==> src/rtl/rv_pkg.sv <==
// Shared RV32I decode definitions: opcodes, immediate formats, control bundle,
// the ID/EX payload layout and the opcode classifier used by decode_stage.
package rv_pkg;

  localparam int XLEN = 32;

  localparam logic [6:0] OP     = 7'b0110011;
  localparam logic [6:0] OP_IMM = 7'b0010011;
  localparam logic [6:0] LOAD   = 7'b0000011;
  localparam logic [6:0] STORE  = 7'b0100011;
  localparam logic [6:0] BRANCH = 7'b1100011;
  localparam logic [6:0] LUI    = 7'b0110111;
  localparam logic [6:0] AUIPC  = 7'b0010111;
  localparam logic [6:0] JAL    = 7'b1101111;
  localparam logic [6:0] JALR   = 7'b1100111;

  typedef enum logic [2:0] {
    IMM_I,
    IMM_S,
    IMM_B,
    IMM_U,
    IMM_J,
    IMM_NONE
  } imm_type_e;

  typedef struct packed {
    logic reg_write;
    logic is_load;
    logic is_store;
    logic is_branch;
    logic illegal;
  } ctrl_t;

  typedef struct packed {
    ctrl_t     ctrl;
    imm_type_e imm_type;
    logic      use_rs1;
    logic      use_rs2;
  } decode_t;

  typedef struct packed {
    logic [XLEN-1:0] pc;
    logic [XLEN-1:0] rs1_data;
    logic [XLEN-1:0] rs2_data;
    logic [XLEN-1:0] imm;
    logic [5:0]      rs1;
    logic [5:0]      rs2;
    logic [5:0]      rd;
    logic [6:0]      opcode;
    logic [2:0]      funct3;
    logic [6:0]      funct7;
    ctrl_t           ctrl;
  } id_ex_t;

  // Every legal opcode ends in 2'b11, so a bad instr[1:0] lands in the default arm.
  function automatic decode_t decode_instr(input logic [31:0] instr);
    decode_t d;
    d          = '0;
    d.imm_type = IMM_NONE;
    d.use_rs1  = 1'b1;
    case (instr[6:0])
      OP: begin
        d.ctrl.reg_write = 1'b1;
        d.use_rs2        = 1'b1;
      end
      OP_IMM, JALR: begin
        d.ctrl.reg_write = 1'b1;
        d.imm_type       = IMM_I;
      end
      LOAD: begin
        d.ctrl.reg_write = 1'b1;
        d.ctrl.is_load   = 1'b1;
        d.imm_type       = IMM_I;
      end
      STORE: begin
        d.ctrl.is_store = 1'b1;
        d.imm_type      = IMM_S;
        d.use_rs2       = 1'b1;
      end
      BRANCH: begin
        d.ctrl.is_branch = 1'b1;
        d.imm_type       = IMM_B;
        d.use_rs2        = 1'b1;
      end
      LUI, AUIPC: begin
        d.ctrl.reg_write = 1'b1;
        d.imm_type       = IMM_U;
        d.use_rs1        = 1'b0;
      end
      JAL: begin
        d.ctrl.reg_write = 1'b1;
        d.imm_type       = IMM_J;
        d.use_rs1        = 1'b0;
      end
      default: d.ctrl.illegal = 1'b1;
    endcase
    if (instr[11:7] == 5'd0) d.ctrl.reg_write = 1'b0;
    return d;
  endfunction

endpackage

==> src/rtl/decode_stage_if.sv <==
// IF->ID and ID->EX pipeline handshake and payload. The slave modport is the
// decode stage; the master modport is the surrounding pipeline (IF and EX).
interface decode_stage_if;
  import rv_pkg::*;

  logic            if_valid;
  logic            if_ready;
  logic [31:0]     if_instr;
  logic [XLEN-1:0] if_pc;

  logic            ex_valid;
  logic            ex_ready;
  logic [XLEN-1:0] ex_pc;
  logic [XLEN-1:0] ex_rs1_data;
  logic [XLEN-1:0] ex_rs2_data;
  logic [XLEN-1:0] ex_imm;
  logic [5:0]      ex_rs1;
  logic [5:0]      ex_rs2;
  logic [5:0]      ex_rd;
  logic [6:0]      ex_opcode;
  logic [2:0]      ex_funct3;
  logic [6:0]      ex_funct7;
  logic            ex_reg_write;
  logic            ex_is_load;
  logic            ex_is_store;
  logic            ex_is_branch;
  logic            ex_illegal;

  modport slave (
    input  if_valid, if_instr, if_pc, ex_ready,
    output if_ready, ex_valid, ex_pc, ex_rs1_data, ex_rs2_data, ex_imm,
           ex_rs1, ex_rs2, ex_rd, ex_opcode, ex_funct3, ex_funct7,
           ex_reg_write, ex_is_load, ex_is_store, ex_is_branch, ex_illegal
  );

  modport master (
    output if_valid, if_instr, if_pc, ex_ready,
    input  if_ready, ex_valid, ex_pc, ex_rs1_data, ex_rs2_data, ex_imm,
           ex_rs1, ex_rs2, ex_rd, ex_opcode, ex_funct3, ex_funct7,
           ex_reg_write, ex_is_load, ex_is_store, ex_is_branch, ex_illegal
  );
endinterface

==> src/rtl/imm_gen.sv <==
// RV32I immediate generator: reassembles the I/S/B/U/J immediate fields and
// sign-extends from instr[31]; register-register ops yield zero.
module imm_gen
  import rv_pkg::*;
(
  input  logic [31:0]     instr,
  input  imm_type_e       imm_type,
  output logic [XLEN-1:0] imm
);

  // NOTE: assigning a default before the case keeps this purely combinational;
  // a path that leaves imm unassigned would infer a latch.
  always_comb begin
    imm = '0;
    case (imm_type)
      IMM_I:   imm = {{20{instr[31]}}, instr[31:20]};
      IMM_S:   imm = {{20{instr[31]}}, instr[31:25], instr[11:7]};
      IMM_B:   imm = {{19{instr[31]}}, instr[31], instr[7], instr[30:25], instr[11:8], 1'b0};
      IMM_U:   imm = {instr[31:12], 12'b0};
      IMM_J:   imm = {{11{instr[31]}}, instr[31], instr[19:12], instr[20], instr[30:21], 1'b0};
      default: imm = '0;
    endcase
  end

endmodule

==> src/rtl/decode_stage.sv <==
// RV32I decode stage: register-file addressing, ID/EX register, load-use stall
// and writeback/read collision. Define DECODE_WB_BYPASS_EN to bypass the
// writeback value instead of stalling on a collision.
module decode_stage
  import rv_pkg::*;
(
  input  logic             clk,
  input  logic             reset,
  decode_stage_if.slave    pipe,
  output logic [5:0]       rf_read_reg1,
  output logic [5:0]       rf_read_reg2,
  input  logic [XLEN-1:0]  rf_read_data1,
  input  logic [XLEN-1:0]  rf_read_data2,
  input  logic             wb_write_enable,
  input  logic [5:0]       wb_write_reg,
  input  logic [XLEN-1:0]  wb_write_data,
  input  logic             flush
);

  logic [4:0]      rs1, rs2, rd;
  decode_t         dec;
  logic [XLEN-1:0] imm;
  logic [XLEN-1:0] op1, op2;
  logic            wb_hit1, wb_hit2;
  logic            load_use, hazard, capture;
  logic            ex_valid_q;
  id_ex_t          id_ex_q, id_ex_d;

  assign rs1 = pipe.if_instr[19:15];
  assign rs2 = pipe.if_instr[24:20];
  assign rd  = pipe.if_instr[11:7];
  assign dec = decode_instr(pipe.if_instr);

  assign rf_read_reg1 = {1'b0, rs1};
  assign rf_read_reg2 = {1'b0, rs2};

  imm_gen u_imm_gen (
    .instr    (pipe.if_instr),
    .imm_type (dec.imm_type),
    .imm      (imm)
  );

  // The register file returns the old value while it is being written.
  assign wb_hit1 = wb_write_enable & (wb_write_reg == {1'b0, rs1}) & (rs1 != 5'd0);
  assign wb_hit2 = wb_write_enable & (wb_write_reg == {1'b0, rs2}) & (rs2 != 5'd0);

  assign load_use = ex_valid_q & id_ex_q.ctrl.is_load & (id_ex_q.rd != 6'd0) &
                    ((dec.use_rs1 & (id_ex_q.rd == {1'b0, rs1})) |
                     (dec.use_rs2 & (id_ex_q.rd == {1'b0, rs2})));

`ifdef DECODE_WB_BYPASS_EN
  assign hazard = load_use;
  assign op1    = (rs1 == 5'd0) ? '0 : (wb_hit1 ? wb_write_data : rf_read_data1);
  assign op2    = (rs2 == 5'd0) ? '0 : (wb_hit2 ? wb_write_data : rf_read_data2);
`else
  logic unused_wb_data;
  assign unused_wb_data = ^wb_write_data;
  assign hazard = load_use | (dec.use_rs1 & wb_hit1) | (dec.use_rs2 & wb_hit2);
  assign op1    = (rs1 == 5'd0) ? '0 : rf_read_data1;
  assign op2    = (rs2 == 5'd0) ? '0 : rf_read_data2;
`endif

  assign pipe.if_ready = (~ex_valid_q | pipe.ex_ready) & ~hazard & ~flush & ~reset;
  assign capture       = pipe.if_valid & pipe.if_ready;

  always_comb begin
    id_ex_d          = '0;
    id_ex_d.pc       = pipe.if_pc;
    id_ex_d.rs1_data = op1;
    id_ex_d.rs2_data = op2;
    id_ex_d.imm      = imm;
    id_ex_d.rs1      = {1'b0, rs1};
    id_ex_d.rs2      = {1'b0, rs2};
    id_ex_d.rd       = {1'b0, rd};
    id_ex_d.opcode   = pipe.if_instr[6:0];
    id_ex_d.funct3   = pipe.if_instr[14:12];
    id_ex_d.funct7   = pipe.if_instr[31:25];
    id_ex_d.ctrl     = dec.ctrl;
  end

  // NOTE: state is updated with non-blocking assignments so every register
  // samples pre-edge values regardless of process evaluation order.
  always_ff @(posedge clk or posedge reset) begin
    if (reset) begin
      ex_valid_q <= 1'b0;
      id_ex_q    <= '0;
    end else if (flush) begin
      ex_valid_q <= 1'b0;
    end else if (capture) begin
      ex_valid_q <= 1'b1;
      id_ex_q    <= id_ex_d;
    end else if (pipe.ex_ready) begin
      ex_valid_q <= 1'b0;
    end
  end

  assign pipe.ex_valid     = ex_valid_q;
  assign pipe.ex_pc        = id_ex_q.pc;
  assign pipe.ex_rs1_data  = id_ex_q.rs1_data;
  assign pipe.ex_rs2_data  = id_ex_q.rs2_data;
  assign pipe.ex_imm       = id_ex_q.imm;
  assign pipe.ex_rs1       = id_ex_q.rs1;
  assign pipe.ex_rs2       = id_ex_q.rs2;
  assign pipe.ex_rd        = id_ex_q.rd;
  assign pipe.ex_opcode    = id_ex_q.opcode;
  assign pipe.ex_funct3    = id_ex_q.funct3;
  assign pipe.ex_funct7    = id_ex_q.funct7;
  assign pipe.ex_reg_write = id_ex_q.ctrl.reg_write;
  assign pipe.ex_is_load   = id_ex_q.ctrl.is_load;
  assign pipe.ex_is_store  = id_ex_q.ctrl.is_store;
  assign pipe.ex_is_branch = id_ex_q.ctrl.is_branch;
  assign pipe.ex_illegal   = id_ex_q.ctrl.illegal;

endmodule

==> src/flat_wrapper.sv <==
// flat-port wrapper written by rule: the top's interface ports become plain ports
module decode_stage_flat import rv_pkg::*;
  (clk, reset, rf_read_reg1, rf_read_reg2, rf_read_data1, rf_read_data2, wb_write_enable, wb_write_reg, wb_write_data, flush, pipe_if_valid, pipe_if_instr, pipe_if_pc, pipe_ex_ready, pipe_if_ready, pipe_ex_valid, pipe_ex_pc, pipe_ex_rs1_data, pipe_ex_rs2_data, pipe_ex_imm, pipe_ex_rs1, pipe_ex_rs2, pipe_ex_rd, pipe_ex_opcode, pipe_ex_funct3, pipe_ex_funct7, pipe_ex_reg_write, pipe_ex_is_load, pipe_ex_is_store, pipe_ex_is_branch, pipe_ex_illegal);
  decode_stage_if pipe_i ();
  input  logic clk;
  input  logic reset;
  output logic [5:0] rf_read_reg1;
  output logic [5:0] rf_read_reg2;
  input  logic [XLEN-1:0] rf_read_data1;
  input  logic [XLEN-1:0] rf_read_data2;
  input  logic wb_write_enable;
  input  logic [5:0] wb_write_reg;
  input  logic [XLEN-1:0] wb_write_data;
  input  logic flush;
  input wire logic [$bits(pipe_i.if_valid)-1:0] pipe_if_valid;
  input wire logic [$bits(pipe_i.if_instr)-1:0] pipe_if_instr;
  input wire logic [$bits(pipe_i.if_pc)-1:0] pipe_if_pc;
  input wire logic [$bits(pipe_i.ex_ready)-1:0] pipe_ex_ready;
  output wire logic [$bits(pipe_i.if_ready)-1:0] pipe_if_ready;
  output wire logic [$bits(pipe_i.ex_valid)-1:0] pipe_ex_valid;
  output wire logic [$bits(pipe_i.ex_pc)-1:0] pipe_ex_pc;
  output wire logic [$bits(pipe_i.ex_rs1_data)-1:0] pipe_ex_rs1_data;
  output wire logic [$bits(pipe_i.ex_rs2_data)-1:0] pipe_ex_rs2_data;
  output wire logic [$bits(pipe_i.ex_imm)-1:0] pipe_ex_imm;
  output wire logic [$bits(pipe_i.ex_rs1)-1:0] pipe_ex_rs1;
  output wire logic [$bits(pipe_i.ex_rs2)-1:0] pipe_ex_rs2;
  output wire logic [$bits(pipe_i.ex_rd)-1:0] pipe_ex_rd;
  output wire logic [$bits(pipe_i.ex_opcode)-1:0] pipe_ex_opcode;
  output wire logic [$bits(pipe_i.ex_funct3)-1:0] pipe_ex_funct3;
  output wire logic [$bits(pipe_i.ex_funct7)-1:0] pipe_ex_funct7;
  output wire logic [$bits(pipe_i.ex_reg_write)-1:0] pipe_ex_reg_write;
  output wire logic [$bits(pipe_i.ex_is_load)-1:0] pipe_ex_is_load;
  output wire logic [$bits(pipe_i.ex_is_store)-1:0] pipe_ex_is_store;
  output wire logic [$bits(pipe_i.ex_is_branch)-1:0] pipe_ex_is_branch;
  output wire logic [$bits(pipe_i.ex_illegal)-1:0] pipe_ex_illegal;
  assign pipe_i.if_valid = pipe_if_valid;
  assign pipe_i.if_instr = pipe_if_instr;
  assign pipe_i.if_pc = pipe_if_pc;
  assign pipe_i.ex_ready = pipe_ex_ready;
  assign pipe_if_ready = pipe_i.if_ready;
  assign pipe_ex_valid = pipe_i.ex_valid;
  assign pipe_ex_pc = pipe_i.ex_pc;
  assign pipe_ex_rs1_data = pipe_i.ex_rs1_data;
  assign pipe_ex_rs2_data = pipe_i.ex_rs2_data;
  assign pipe_ex_imm = pipe_i.ex_imm;
  assign pipe_ex_rs1 = pipe_i.ex_rs1;
  assign pipe_ex_rs2 = pipe_i.ex_rs2;
  assign pipe_ex_rd = pipe_i.ex_rd;
  assign pipe_ex_opcode = pipe_i.ex_opcode;
  assign pipe_ex_funct3 = pipe_i.ex_funct3;
  assign pipe_ex_funct7 = pipe_i.ex_funct7;
  assign pipe_ex_reg_write = pipe_i.ex_reg_write;
  assign pipe_ex_is_load = pipe_i.ex_is_load;
  assign pipe_ex_is_store = pipe_i.ex_is_store;
  assign pipe_ex_is_branch = pipe_i.ex_is_branch;
  assign pipe_ex_illegal = pipe_i.ex_illegal;
  decode_stage u_core (.clk(clk), .reset(reset), .pipe(pipe_i), .rf_read_reg1(rf_read_reg1), .rf_read_reg2(rf_read_reg2), .rf_read_data1(rf_read_data1), .rf_read_data2(rf_read_data2), .wb_write_enable(wb_write_enable), .wb_write_reg(wb_write_reg), .wb_write_data(wb_write_data), .flush(flush));
endmodule
==> config.mk <==
export PLATFORM = sky130hd
export DESIGN_NAME = decode_stage_flat
export DESIGN_NICKNAME = d
export VERILOG_FILES = /design/src/rtl/rv_pkg.sv /design/src/rtl/decode_stage_if.sv /design/src/rtl/imm_gen.sv /design/src/rtl/decode_stage.sv /design/src/flat_wrapper.sv
export SDC_FILE = /design/constraint.sdc
export NUM_CORES = 1
export LEC_CHECK = 0
export CAP_MARGIN = 30
export CORE_ASPECT_RATIO = 0.75
export CORE_UTILIZATION = 35
export CTS_CLUSTER_DIAMETER = 80
export DETAILED_ROUTE_END_ITERATION = 12
export PLACE_DENSITY = 0.72
export SYNTH_ARGS = -nofsm -noshare
export SYNTH_HDL_FRONTEND = slang
export SYNTH_SLANG_ARGS = --single-unit
==> constraint.sdc <==
create_clock -name clk -period 5 [get_ports clk]
set_input_delay 0.75 -clock clk [delete_from_list [all_inputs] [get_ports clk]]
set_output_delay 0.75 -clock clk [all_outputs]
set_load 0.005 [all_outputs]
==> run summary <==
The flow ran to the end, and the final reports show no timing, DRC or antenna violations. The origin of the critical flop-to-flop path was u_core.pipe.ex_rd[3]$_DFFE_PP0P_. The global-route wire length before repair is 34.2 mm, and the aggregate global routing overflow is 0. The cell area that synthesis handed to floorplanning was 7850 um^2. Setup repair after global routing left no endpoint under its margin. The H-tree was split into 4 levels.

For this design, the CTS-stage hold fixing added 0 buffers. The tool flagged a number of max-cap violations equal to 0. Setup violations remaining at the end of the flow were counted as 0. The total number of placement rows is 47. The count of distinct cell types in the synthesized netlist was 36; the hold violation count in the final report was 0. Clock tree synthesis inserted a total of 17 buffers. Data on the critical path is required at its endpoint by 4.25 ns.

Static timing analysis puts the maximum clock frequency at 0.261 GHz. After detailed routing, the number of vias per cell comes to 4.64. The final wirelength is 22.0 mm. The critical path class was in2out. The count of nets left with antenna violations once routing finished came out at 0. Timing endpoint of the critical path: pipe_if_ready. The overall routing resource usage was 19.3%; the clock-pin slew of the registers on the worst-case setup and hold paths was 0.06 ns. The master cell of the clock root buffer is sky130_fd_sc_hd__clkbuf_16. The initial utilization of the core area, before any placement, comes to 35.6%. Excluding fillers, the count of instances in the completed layout stands at 1,266. The stage delay of the slowest cell on the critical path works out to 0.67 ns. For the worst-skew pair, the clock arrives at the later sink with an insertion delay of 0.42 ns. Category of cells accounting for the largest share of critical-path delay: buffers and inverters. For this block, the via count after detailed routing is 5,875. The number of ports placed on the die boundary was 354. In the routed design, unresolved DRC markers number 0. After detailed placement, the design holds a cell count of 1,233. Adding up every negative setup slack in the final design gives 0 ns. The die covers 23,000 um^2.

Across all hold checks on the routed design, the worst slack comes to 0.506 ns. For this run, the number of Yosys warnings is 0. Setup slack closes at 1.17 ns. The tools report the area of the core as 22,100 um^2. The first detailed-routing pass took 4 iterations.

Entering global routing, the biggest net connects 141 pins. The post-route netlist has 14.5% of its cells at a drive strength greater than 1. The number of max-slew violations in the final report was 0; the clock period minus final worst setup slack was 3.83 ns.

After routing the design area is 11,800 um^2. For the net total in the final layout, the log shows 1,130. The average size of a mapped cell was 11.9 um^2.

In this run the worst setup path begins at pipe_if_instr[6]. Summing all placed instances gives a cell area of 11,200 um^2. The share of the Yosys chip area taken by registers is 52.9%. The design draws 4.15 mW. At the end of the flow the core is filled with cells to 53.5%. Detailed placement finished with a half-perimeter wire length of 15.4 mm. Setup slack on the worst reg-to-reg path comes out at 2.45 ns. The tools report the capturing element type of the critical path as an output pin.

In this run the critical register-to-register path is captured at u_core.pipe.ex_pc[19]$_DFFE_PP0P_. The logs give 0 for the number of cells upsized or downsized after cts and 0 for the post-CTS setup-driven buffer insertion count. The hold path depth works out to 1. The count of buffering cells on the critical path with inverters included is 2, and the number of cells on the worst reg-to-reg path is 7.

Walking the worst path, the cells encountered are clkdlybuf4s50_1, or3b_4, a21oi_4, a21oi_1, nor2_1, clkdlybuf4s50_1. The synthesized instance count is 659, and the number of antenna violations at the first check in global routing is 1. For this design, the slowest cell found on the critical path is sky130_fd_sc_hd__clkdlybuf4s50_1. In the final routed layout, each cell accounts on average for 17.3 um. For this run, the leading register cell type out of synthesis is sky130_fd_sc_hd__dfrtp_1.

Along the worst path, the maximum fanout reaches 16. Between clock sinks in the finished design, the worst skew comes to 0.00695 ns. The library cell appearing most often on the critical path was sky130_fd_sc_hd__clkdlybuf4s50_1.

The die is 175 um wide. The final period utilization works out to 76.6%. Yosys mapped a number of flops with a built-in enable equal to 0. Prior to clock tree synthesis, the placed netlist has a worst setup slack of 1.16 ns. The path category of the worst min-delay check is reg2reg.

Port buffering added 316 buffers. The logic depth of the worst path, buffers included is 6. The congestion estimate from routability-driven global placement came to 0.775.

The iteration-0 DRC count of the detailed router is 305. Synthesis inferred 166 register bits. TritonCTS built the clock tree.

The fraction of registers with async set/reset was 100%; the via count of the first global-routing pass was 5,869. The worst-case headroom to the max-slew limit came out at 40.7%. STA classifies the critical path startpoint as a primary input. From bottom edge to top edge, the die measures 132 um. STA puts the critical path data arrival time at 3.08 ns. VDD sags by at most 0.194 mV. The actual slew at the worst max-slew pin was 0.890 ns. For the maximum count of clock buffers along a single path, the log shows 2. Synthesis-to-layout area growth: 50.2%. The logs give 5.86 nW for the leakage power of the design and 166 for the number of sinks handled by clock tree synthesis. The total power per unit cell area came out at 351 nW/um^2.
==> report_power, final <==
group,switching [mW],leakage (nW),internal [mW],total (mW)
Clock,0.571,0.290,0.789,1.36
Combinational,0.359,3.56,0.719,1.08
Sequential,0.131,2.02,1.58,1.71
==> routing by layer <==
metal / vias to the layer above / share of wire (%) / global-route usage [%]
met5: - / 0 / 0
met3: 31 / 7.1 / 5.68
met2: 233 / 46 / 29.5
met4: 0 / 1.9 / 7.39
met1: 2857 / 45 / 25.7
li1: 2754 / - / -
==> layout make-up <==
cell class | instances | area (um^2)
Fill cell | 1965 | 10300
Sequential cell | 166 | 4150
Timing Repair Buffer | 326 | 3280
Multi-Input combinational cell | 371 | 3100
Clock buffer | 17 | 425
Tap cell | 294 | 368
Inverter | 76 | 289
Clock inverter | 15 | 180
Antenna cell | 1 | 2.50
==> placed cells by master (no fill, tap or decap), types with 2 or more instances in the layout <==
master	synthesis	layout
sky130_fd_sc_hd__conb_1	1	5
sky130_fd_sc_hd__nor3b_1	6	6
sky130_fd_sc_hd__mux2_4	67	67
sky130_fd_sc_hd__inv_6	0	2
sky130_fd_sc_hd__nor3_1	7	7
sky130_fd_sc_hd__mux2i_1	72	72
sky130_fd_sc_hd__mux2_2	27	27
sky130_fd_sc_hd__a21oi_1	22	22
sky130_fd_sc_hd__or3b_4	1	2
sky130_fd_sc_hd__nand2b_1	3	3
sky130_fd_sc_hd__clkdlybuf4s50_1	0	316
sky130_fd_sc_hd__nor4_1	6	5
sky130_fd_sc_hd__clkinv_2	0	3
sky130_fd_sc_hd__and2_1	2	2
sky130_fd_sc_hd__xor2_1	18	18
sky130_fd_sc_hd__clkinvlp_4	0	4
sky130_fd_sc_hd__inv_1	76	75
sky130_fd_sc_hd__a211oi_1	2	2
sky130_fd_sc_hd__buf_12	0	3
sky130_fd_sc_hd__nor2_1	17	17
sky130_fd_sc_hd__xnor2_1	2	2
sky130_fd_sc_hd__dfrtp_1	166	166
sky130_fd_sc_hd__nand3_1	5	5
sky130_fd_sc_hd__clkbuf_16	0	17
sky130_fd_sc_hd__nand2_1	83	83
sky130_fd_sc_hd__bufinv_16	0	3
sky130_fd_sc_hd__buf_4	19	7
sky130_fd_sc_hd__o21ai_0	8	7
sky130_fd_sc_hd__a22oi_1	4	4
sky130_fd_sc_hd__nand4_1	4	4
sky130_fd_sc_hd__clkinv_4	0	4
==> registers in the layout (all words and copies together), names as in the netlist <==
name                      flops
u_core.pipe.ex_rs1_data      32
u_core.pipe.ex_valid          1
u_core.pipe.ex_rs2_data      32
u_core.pipe.ex_is_store       1
u_core.pipe.ex_rs2            5
u_core.pipe.ex_is_load        1
u_core.pipe.ex_funct3         3
u_core.pipe.ex_pc            32
u_core.pipe.ex_imm           32
u_core.pipe.ex_opcode         7
u_core.pipe.ex_reg_write      1
u_core.pipe.ex_rd             5
u_core.pipe.ex_illegal        1
u_core.pipe.ex_rs1            5
u_core.pipe.ex_funct7         7
u_core.pipe.ex_is_branch      1
==> kinds of logic (layout without fill, tap and decap cells) <==
| logic type | after synthesis | count (layout) | synth area share [%] |
|---|---|---|---|
| mux | 166 | 166 | 25.9 |
| simple gates | 139 | 139 | 7.97 |
| other cells | 1 | 6 | 0.0477 |
| flops | 166 | 166 | 52.9 |
| buf+inv | 126 | 434 | 7.92 |
| xor+xnor | 20 | 20 | 2.23 |
| compound gates | 41 | 41 | 3.09 |
==> worst min path at each step <==
stage,start,endpoint,slack [ns]
detailed placement,u_core.pipe.ex_pc[17]$_DFFE_PP0P_,u_core.pipe.ex_pc[17]$_DFFE_PP0P_,0.49
global route,u_core.pipe.ex_pc[6]$_DFFE_PP0P_,u_core.pipe.ex_pc[6]$_DFFE_PP0P_,0.52
finish,u_core.pipe.ex_pc[17]$_DFFE_PP0P_,u_core.pipe.ex_pc[17]$_DFFE_PP0P_,0.51
global placement,u_core.pipe.ex_funct7[0]$_DFFE_PP0P_,u_core.pipe.ex_funct7[0]$_DFFE_PP0P_,0.49
CTS,u_core.pipe.ex_pc[17]$_DFFE_PP0P_,u_core.pipe.ex_pc[17]$_DFFE_PP0P_,0.51
floorplan,u_core.pipe.ex_funct3[2]$_DFFE_PP0P_,u_core.pipe.ex_funct3[2]$_DFFE_PP0P_,0.50
==> Yosys cell counts, types with 6 or more instances <==
master	number	area (um^2)
sky130_fd_sc_hd__a21oi_1	22	110
sky130_fd_sc_hd__buf_2	8	40.0
sky130_fd_sc_hd__buf_4	19	143
sky130_fd_sc_hd__buf_6	9	101
sky130_fd_sc_hd__clkbuf_1	14	52.6
sky130_fd_sc_hd__dfrtp_1	166	4150
sky130_fd_sc_hd__inv_1	76	285
sky130_fd_sc_hd__mux2_2	27	304
sky130_fd_sc_hd__mux2_4	67	1010
sky130_fd_sc_hd__mux2i_1	72	721
sky130_fd_sc_hd__nand2_1	83	312
sky130_fd_sc_hd__nor2_1	17	63.8
sky130_fd_sc_hd__nor3_1	7	35.0
sky130_fd_sc_hd__nor3b_1	6	45.0
sky130_fd_sc_hd__nor4_1	6	37.5
sky130_fd_sc_hd__o21ai_0	8	40.0
sky130_fd_sc_hd__xor2_1	18	158
No activity file was read; power rests on OpenSTA's default activity.
